$ cat src/rtl/uart_receiver_fifo_pkg.sv
// Shared UART definitions: receive FSM state encoding and bit-timing helpers.
// Also meant for reuse by a UART transmitter.
package uart_receiver_fifo_pkg;

  typedef enum logic [1:0] {
    ST_IDLE,
    ST_START,
    ST_DATA,
    ST_STOP
  } rx_state_e;

  // Clocks per bit (integer division).
  function automatic int uart_div(input int clk_hz, input int baud);
    return clk_hz / baud;
  endfunction

  // Clocks from start-edge detection to mid start bit.
  function automatic int uart_half(input int div);
    return div / 2;
  endfunction

endpackage

$ cat src/rtl/rx_fifo.sv
// First-word-fall-through byte FIFO for the UART receiver.
// Ports: clk, rst (sync, active-high), push/wdata, pop, rdata (0 when empty), empty, full.
module rx_fifo #(
  parameter int DEPTH = 4
) (
  input  logic       clk,
  input  logic       rst,
  input  logic       push,
  input  logic [7:0] wdata,
  input  logic       pop,
  output logic [7:0] rdata,
  output logic       empty,
  output logic       full
);

  localparam int AW = $clog2(DEPTH);

  logic [AW:0] wr_q, wr_d;
  logic [AW:0] rd_q, rd_d;
  logic [7:0]  mem_q [DEPTH];
  logic        we;
  logic        re;

  always_comb begin
    empty = (wr_q == rd_q);
    full  = (wr_q[AW] != rd_q[AW]) &&
            (wr_q[AW-1:0] == rd_q[AW-1:0]);
    re    = pop & ~empty;
    // A pop on the same cycle frees a slot, so a full FIFO still accepts.
    we    = push & (~full | re);
    wr_d  = we ? wr_q + 1'b1 : wr_q;
    rd_d  = re ? rd_q + 1'b1 : rd_q;
    rdata = empty ? 8'h00 : mem_q[rd_q[AW-1:0]];
  end

  always_ff @(posedge clk) begin
    if (rst) begin
      wr_q <= '0;
      rd_q <= '0;
    end else begin
      wr_q <= wr_d;
      rd_q <= rd_d;
    end
  end

  always_ff @(posedge clk) begin
    if (we) begin
      mem_q[wr_q[AW-1:0]] <= wdata;
    end
  end

endmodule

$ cat src/rtl/uart_receiver_fifo.sv
// 8N1 UART receiver with a FWFT receive FIFO and sticky overrun/framing flags.
// Ports: i_clk, i_rst (sync, active-high), i_rxd (async line), o_data/o_valid/i_ready
// (FIFO head and pop), o_overrun, o_frame_err, i_clear_err.
module uart_receiver_fifo
  import uart_receiver_fifo_pkg::*;
#(
  parameter int clk_freq_hz = 25000000,
  parameter int baud_rate   = 115200,
  parameter int fifo_depth  = 4
) (
  input  logic       i_clk,
  input  logic       i_rst,
  input  logic       i_rxd,
  output logic [7:0] o_data,
  output logic       o_valid,
  input  logic       i_ready,
  output logic       o_overrun,
  output logic       o_frame_err,
  input  logic       i_clear_err
);

  localparam int DIV  = uart_div(clk_freq_hz, baud_rate);
  localparam int HALF = uart_half(DIV);
  localparam int CW   = (DIV > 2) ? $clog2(DIV) : 1;

  localparam logic [CW-1:0] DIV_M1  = CW'(DIV - 1);
  localparam logic [CW-1:0] HALF_M1 = CW'(HALF - 1);

  logic [1:0]    sync_q, sync_d;
  logic          rxs;
  rx_state_e     state_q, state_d;
  logic [CW-1:0] cnt_q, cnt_d;
  logic [2:0]    bit_q, bit_d;
  logic [7:0]    shift_q, shift_d;
  logic          ovr_q, ovr_d;
  logic          ferr_q, ferr_d;

  logic          push;
  logic          ferr_set;
  logic          pop;
  logic          empty;
  logic          full;
  logic [7:0]    rdata;

  assign rxs = sync_q[1];

  always_comb begin
    sync_d   = {sync_q[0], i_rxd};
    state_d  = state_q;
    cnt_d    = cnt_q;
    bit_d    = bit_q;
    shift_d  = shift_q;
    push     = 1'b0;
    ferr_set = 1'b0;
    unique case (state_q)
      ST_IDLE: begin
        if (!rxs) begin
          state_d = ST_START;
          cnt_d   = HALF_M1;
        end
      end
      ST_START: begin
        if (cnt_q == '0) begin
          // High at mid start bit means a glitch.
          if (!rxs) begin
            state_d = ST_DATA;
            cnt_d   = DIV_M1;
            bit_d   = 3'd0;
          end else begin
            state_d = ST_IDLE;
          end
        end else begin
          cnt_d = cnt_q - 1'b1;
        end
      end
      ST_DATA: begin
        if (cnt_q == '0) begin
          shift_d = {rxs, shift_q[7:1]};
          cnt_d   = DIV_M1;
          if (bit_q == 3'd7) begin
            state_d = ST_STOP;
          end else begin
            bit_d = bit_q + 3'd1;
          end
        end else begin
          cnt_d = cnt_q - 1'b1;
        end
      end
      ST_STOP: begin
        if (cnt_q == '0) begin
          // Back to idle at mid stop bit so the next start edge is seen.
          state_d  = ST_IDLE;
          push     = rxs;
          ferr_set = ~rxs;
        end else begin
          cnt_d = cnt_q - 1'b1;
        end
      end
      default: state_d = ST_IDLE;
    endcase
  end

  always_comb begin
    pop    = ~empty & i_ready;
    // Set wins over clear.
    ovr_d  = (push & full & ~pop) | (ovr_q & ~i_clear_err);
    ferr_d = ferr_set | (ferr_q & ~i_clear_err);
  end

  always_ff @(posedge i_clk) begin
    if (i_rst) begin
      sync_q  <= 2'b11;
      state_q <= ST_IDLE;
      cnt_q   <= '0;
      bit_q   <= '0;
      shift_q <= '0;
      ovr_q   <= 1'b0;
      ferr_q  <= 1'b0;
    end else begin
      sync_q  <= sync_d;
      state_q <= state_d;
      cnt_q   <= cnt_d;
      bit_q   <= bit_d;
      shift_q <= shift_d;
      ovr_q   <= ovr_d;
      ferr_q  <= ferr_d;
    end
  end

  rx_fifo #(
    .DEPTH(fifo_depth)
  ) u_fifo (
    .clk  (i_clk),
    .rst  (i_rst),
    .push (push),
    .wdata(shift_q),
    .pop  (pop),
    .rdata(rdata),
    .empty(empty),
    .full (full)
  );

  assign o_data      = rdata;
  assign o_valid     = ~empty;
  assign o_overrun   = ovr_q;
  assign o_frame_err = ferr_q;

endmodule

$ cat config.mk
export PLATFORM = sky130hd
export DESIGN_NAME = uart_receiver_fifo
export DESIGN_NICKNAME = d
export VERILOG_FILES = /design/src/rtl/uart_receiver_fifo_pkg.sv /design/src/rtl/rx_fifo.sv /design/src/rtl/uart_receiver_fifo.sv
export SDC_FILE = /design/constraint.sdc
export NUM_CORES = 1
export LEC_CHECK = 0
export CAP_MARGIN = 20
export CORE_ASPECT_RATIO = 1.5
export CORE_UTILIZATION = 45
export CTS_BUF_LIST = sky130_fd_sc_hd__clkbuf_4 sky130_fd_sc_hd__clkbuf_8
export CTS_CLUSTER_SIZE = 12
export DETAILED_ROUTE_END_ITERATION = 7
export DONT_BUFFER_PORTS = 1
export PLACE_DENSITY_LB_ADDON = 0.08
export SYNTH_ARGS = -nofsm -noshare
export SYNTH_HDL_FRONTEND = slang
export SYNTH_SLANG_ARGS = --single-unit
$ cat constraint.sdc
create_clock -name i_clk -period 2.2 [get_ports i_clk]
set_input_delay 0.22 -clock i_clk [delete_from_list [all_inputs] [get_ports i_clk]]
set_output_delay 0.22 -clock i_clk [all_outputs]
set_load 0.02 [all_outputs]
==> impl_metrics.csv <==
group,metric,value,unit
detailed_routing,wl,5.56,mm
die,die_y,102,um
critical_path,crit_type,"flop to output pin",
sta,hold_viol_final,0,
clocking,ctsResizeCount,0,
critical_path,end_kind,"output pin",
worst_hold_path,holdPathStages,2,
placement,hpwl,3.87,mm
synthesis,yosys_warnings,0,
detailed_routing,drtIter0Drc,115,
clocking,clock-sinks,65,
clocking,post-cts-setup-buffers,0,
synthesis,synth_cell_types,51,
clocking,numCtsBuffers,9,
synthesis,synth.avg_cell_area,11.6,um2
synthesis,yosys.area.top_type,"edfxtp_1",
detailed_routing,highest_layer,"met4",
detailed_routing,wl_met2,2.97,mm
detailed_routing,drc_errors,0,
die,io_pins,16,
sta,slew_headroom,57.2,%
sta,rsz0062_at_grt,"yes",
global_routing,grt_overflow,0,
sta,period_needed,1.99,ns
synthesis,synth_top_area_share,32.0,%
clocking,cts_tree,"done",
sta,setup_slack,0.212,ns
power,internal_power,2.23,mW
global_routing,grt_max_degree,30,
flow_run,drv_cap,0,
finish,final_area,3380,um2
finish,areaGrowthSynthToFinish,12.8,%
synthesis,ys_seq_area_share,54.1,%
power,p_clk_share,41.2,%
sta,tightest_slew,0.640,ns
die,die_w,68.7,um
clocking,h-tree-depth,3,
sta,report.final.setup_viol,0,
finish,antenna_cells,0,
synthesis,synth_nets,276,
synthesis,async_flop_share,0,%
synthesis,syn_area,3000,um2
clocking,clkTransAtPathRegs,0.07,ns
critical_path,cp-start-kind,"flop",
die,core_area,6490,um2
sta,fin_worst_skew,0.00950,ns
power,switching_share,26.6,%
finish,final_util,52.2,%
power,total_power,3.03,mW
global_routing,grt_pass1_wl,9.27,mm
die,start_util,46.2,%
critical_path,r2r_cells,6,
critical_path,crit_path_max_fanout,8,
power,total_leakage_power,1.24,nW
power,vdd_ir_drop_max,0.000542,V
power,seq_power_share,43.7,%
synthesis,synthTopCellsByArea,"edfxtp_1 (32%), dfxtp_1 (22%), mux4_2 (6.0%), ha_1 (5.4%), a21oi_1 (4.3%)",
detailed_routing,wl_met3,96,um
power,powerDensity,897,nW/um2
sta,fmax,0.503,GHz
clocking,clock_latency,0.34,ns
synthesis,synthFlopType,"dfxtp_1",
synthesis,ys_seq_elements,65,
sta,fin_crit_sh,90.4,%
placement,gp_congestion,0.857,
detailed_routing,viasPerCell,5.55,
synthesis,yosysMostFrequentCell,"dfxtp_1",
die,fp-row-count,36,
placement,place_ws,0.240,ns
power,power_switching,0.807,mW
critical_path,crit_arrival,1.77,ns
placement,port_buffers,0,
status,status,"completed",
global_routing,track_usage,18.5,%
detailed_routing,dr.pass1.iters,4,
critical_path,worstPathRequired,1.98,ns
global_routing,grt_pass1_vias,1897,
finish,drive_above_1_share,16.9,%
power,power_frac_comb,15.2,%
synthesis,synth_cells,258,
placement,dpl_cell_area,3090,um2
synthesis,synth_edf_count,32,
worst_hold_path,holdCritPathClass,"input pin to flop",
sta,hold_ws,0.0549,ns
clocking,cts_root_buf,"clkbuf_8",
detailed_routing,wl_met1,2.38,mm
detailed_routing,antenna_left,0,
sta,slew_violations,0,
die,dieArea,7000,um2
detailed_routing,routed-via-count,1931,
synthesis,netlist_top_cells_count,"dfxtp_1 (33), edfxtp_1 (32), a21oi_1 (26)",
clocking,clk_path_buf_depth,2,
global_routing,grt_antenna_before_repair,0,
finish,nNetsFinal,285,
detailed_routing,wl_per_cell,16.0,um
-- registers in the layout, indices dropped and copies added, names as in the netlist, 2 cells and up, named ones only --
signal	count
u_fifo.mem_q	32
cnt_q	8
shift_q	8
bit_q	3
u_fifo.rd_q	3
u_fifo.wr_q	3
sync_q	2
-- critical path, cell delays in order, from the launching register on --
cell and delay [ns]:
dfxtp_1 0.42, xor2_1 0.33, nor3_1 0.12, buf_2 0.20
nor2b_1 0.36
-- final cells by class --
class	instances	area, um2
Clock buffer	9	124
Sequential cell	65	1620
Inverter	11	41.3
Timing Repair Buffer	10	97.6
Clock inverter	7	124
Multi-Input combinational cell	170	1280
Tap cell	76	95.1
Fill cell	616	3100
-- per-layer routing --
layer | up-vias | global-route usage [%]
met3 | 9 | 4.02
met1 | 921 | 20.2
met4 | 0 | 8.65
met2 | 17 | 33.0
li1 | 984 | -
met5 | - | 0
-- cell families (layout without fill, tap and decap cells) --
kind of cell	count (synthesis)	count (layout)	synth area share, %
adders and majority gates	13	13	5.42
AOI/OAI and AO/OA	57	57	12.1
and+or+nand+nor	82	82	15.8
DFF	65	65	54.1
buffers and inverters	23	37	3.25
muxes	12	12	7.55
xor gates and xnor gates	6	6	1.75
-- what timing repair did --
action / 4_1_cts / 5_1_grt
endpoints found under the hold margin: 30 / 0
hold buffers: 2 / 0
setup endpoints to repair: 0 / 2
-- per-stage QoR --
step           std cells  TNS [ns]
6_report             348         0
5_1_grt              348   -0.0225
4_1_cts              347         0
3_5_place_dp         329         0
3_3_place_gp         328         0
2_1_floorplan        258         0
-- final timing paths --
check / from / end / slack [ns]
worst max-delay path: u_fifo.wr_q[0] / o_data[7] / 0.21
worst min-delay path: i_rst / state_q[0] / 0.05
worst max register to register: flop / cnt_q[7] / 0.26
worst min register to register: sync_q[0] / sync_q[1] / 0.42
-- power by group through the flow --
stage,clock network (mW),logic (mW),registers (mW)
after global placement,0,0.446,1.35
after floorplan,0,0.357,1.34
after global routing,1.33,0.515,1.33
after CTS,1.27,0.459,1.32
final,1.25,0.460,1.33
after detailed placement,0,0.446,1.35
-- cells in the final DEF (no fill, tap or decap), types with 4 or more instances in the layout --
| cell | n |
|---|---|
| nand2_1 | 11 |
| mux4_2 | 8 |
| clkbuf_8 | 9 |
| edfxtp_1 | 32 |
| xor2_1 | 5 |
| nand4_1 | 4 |
| a21oi_1 | 26 |
| nor3_1 | 4 |
| inv_1 | 11 |
| ha_1 | 13 |
| o21ai_0 | 8 |
| dfxtp_1 | 33 |
| o31ai_1 | 5 |
| buf_4 | 6 |
| nor2b_1 | 10 |
| nor2_1 | 15 |
| nand3_1 | 12 |
| nand2b_1 | 5 |
Power figures use the tool's default switching activity.
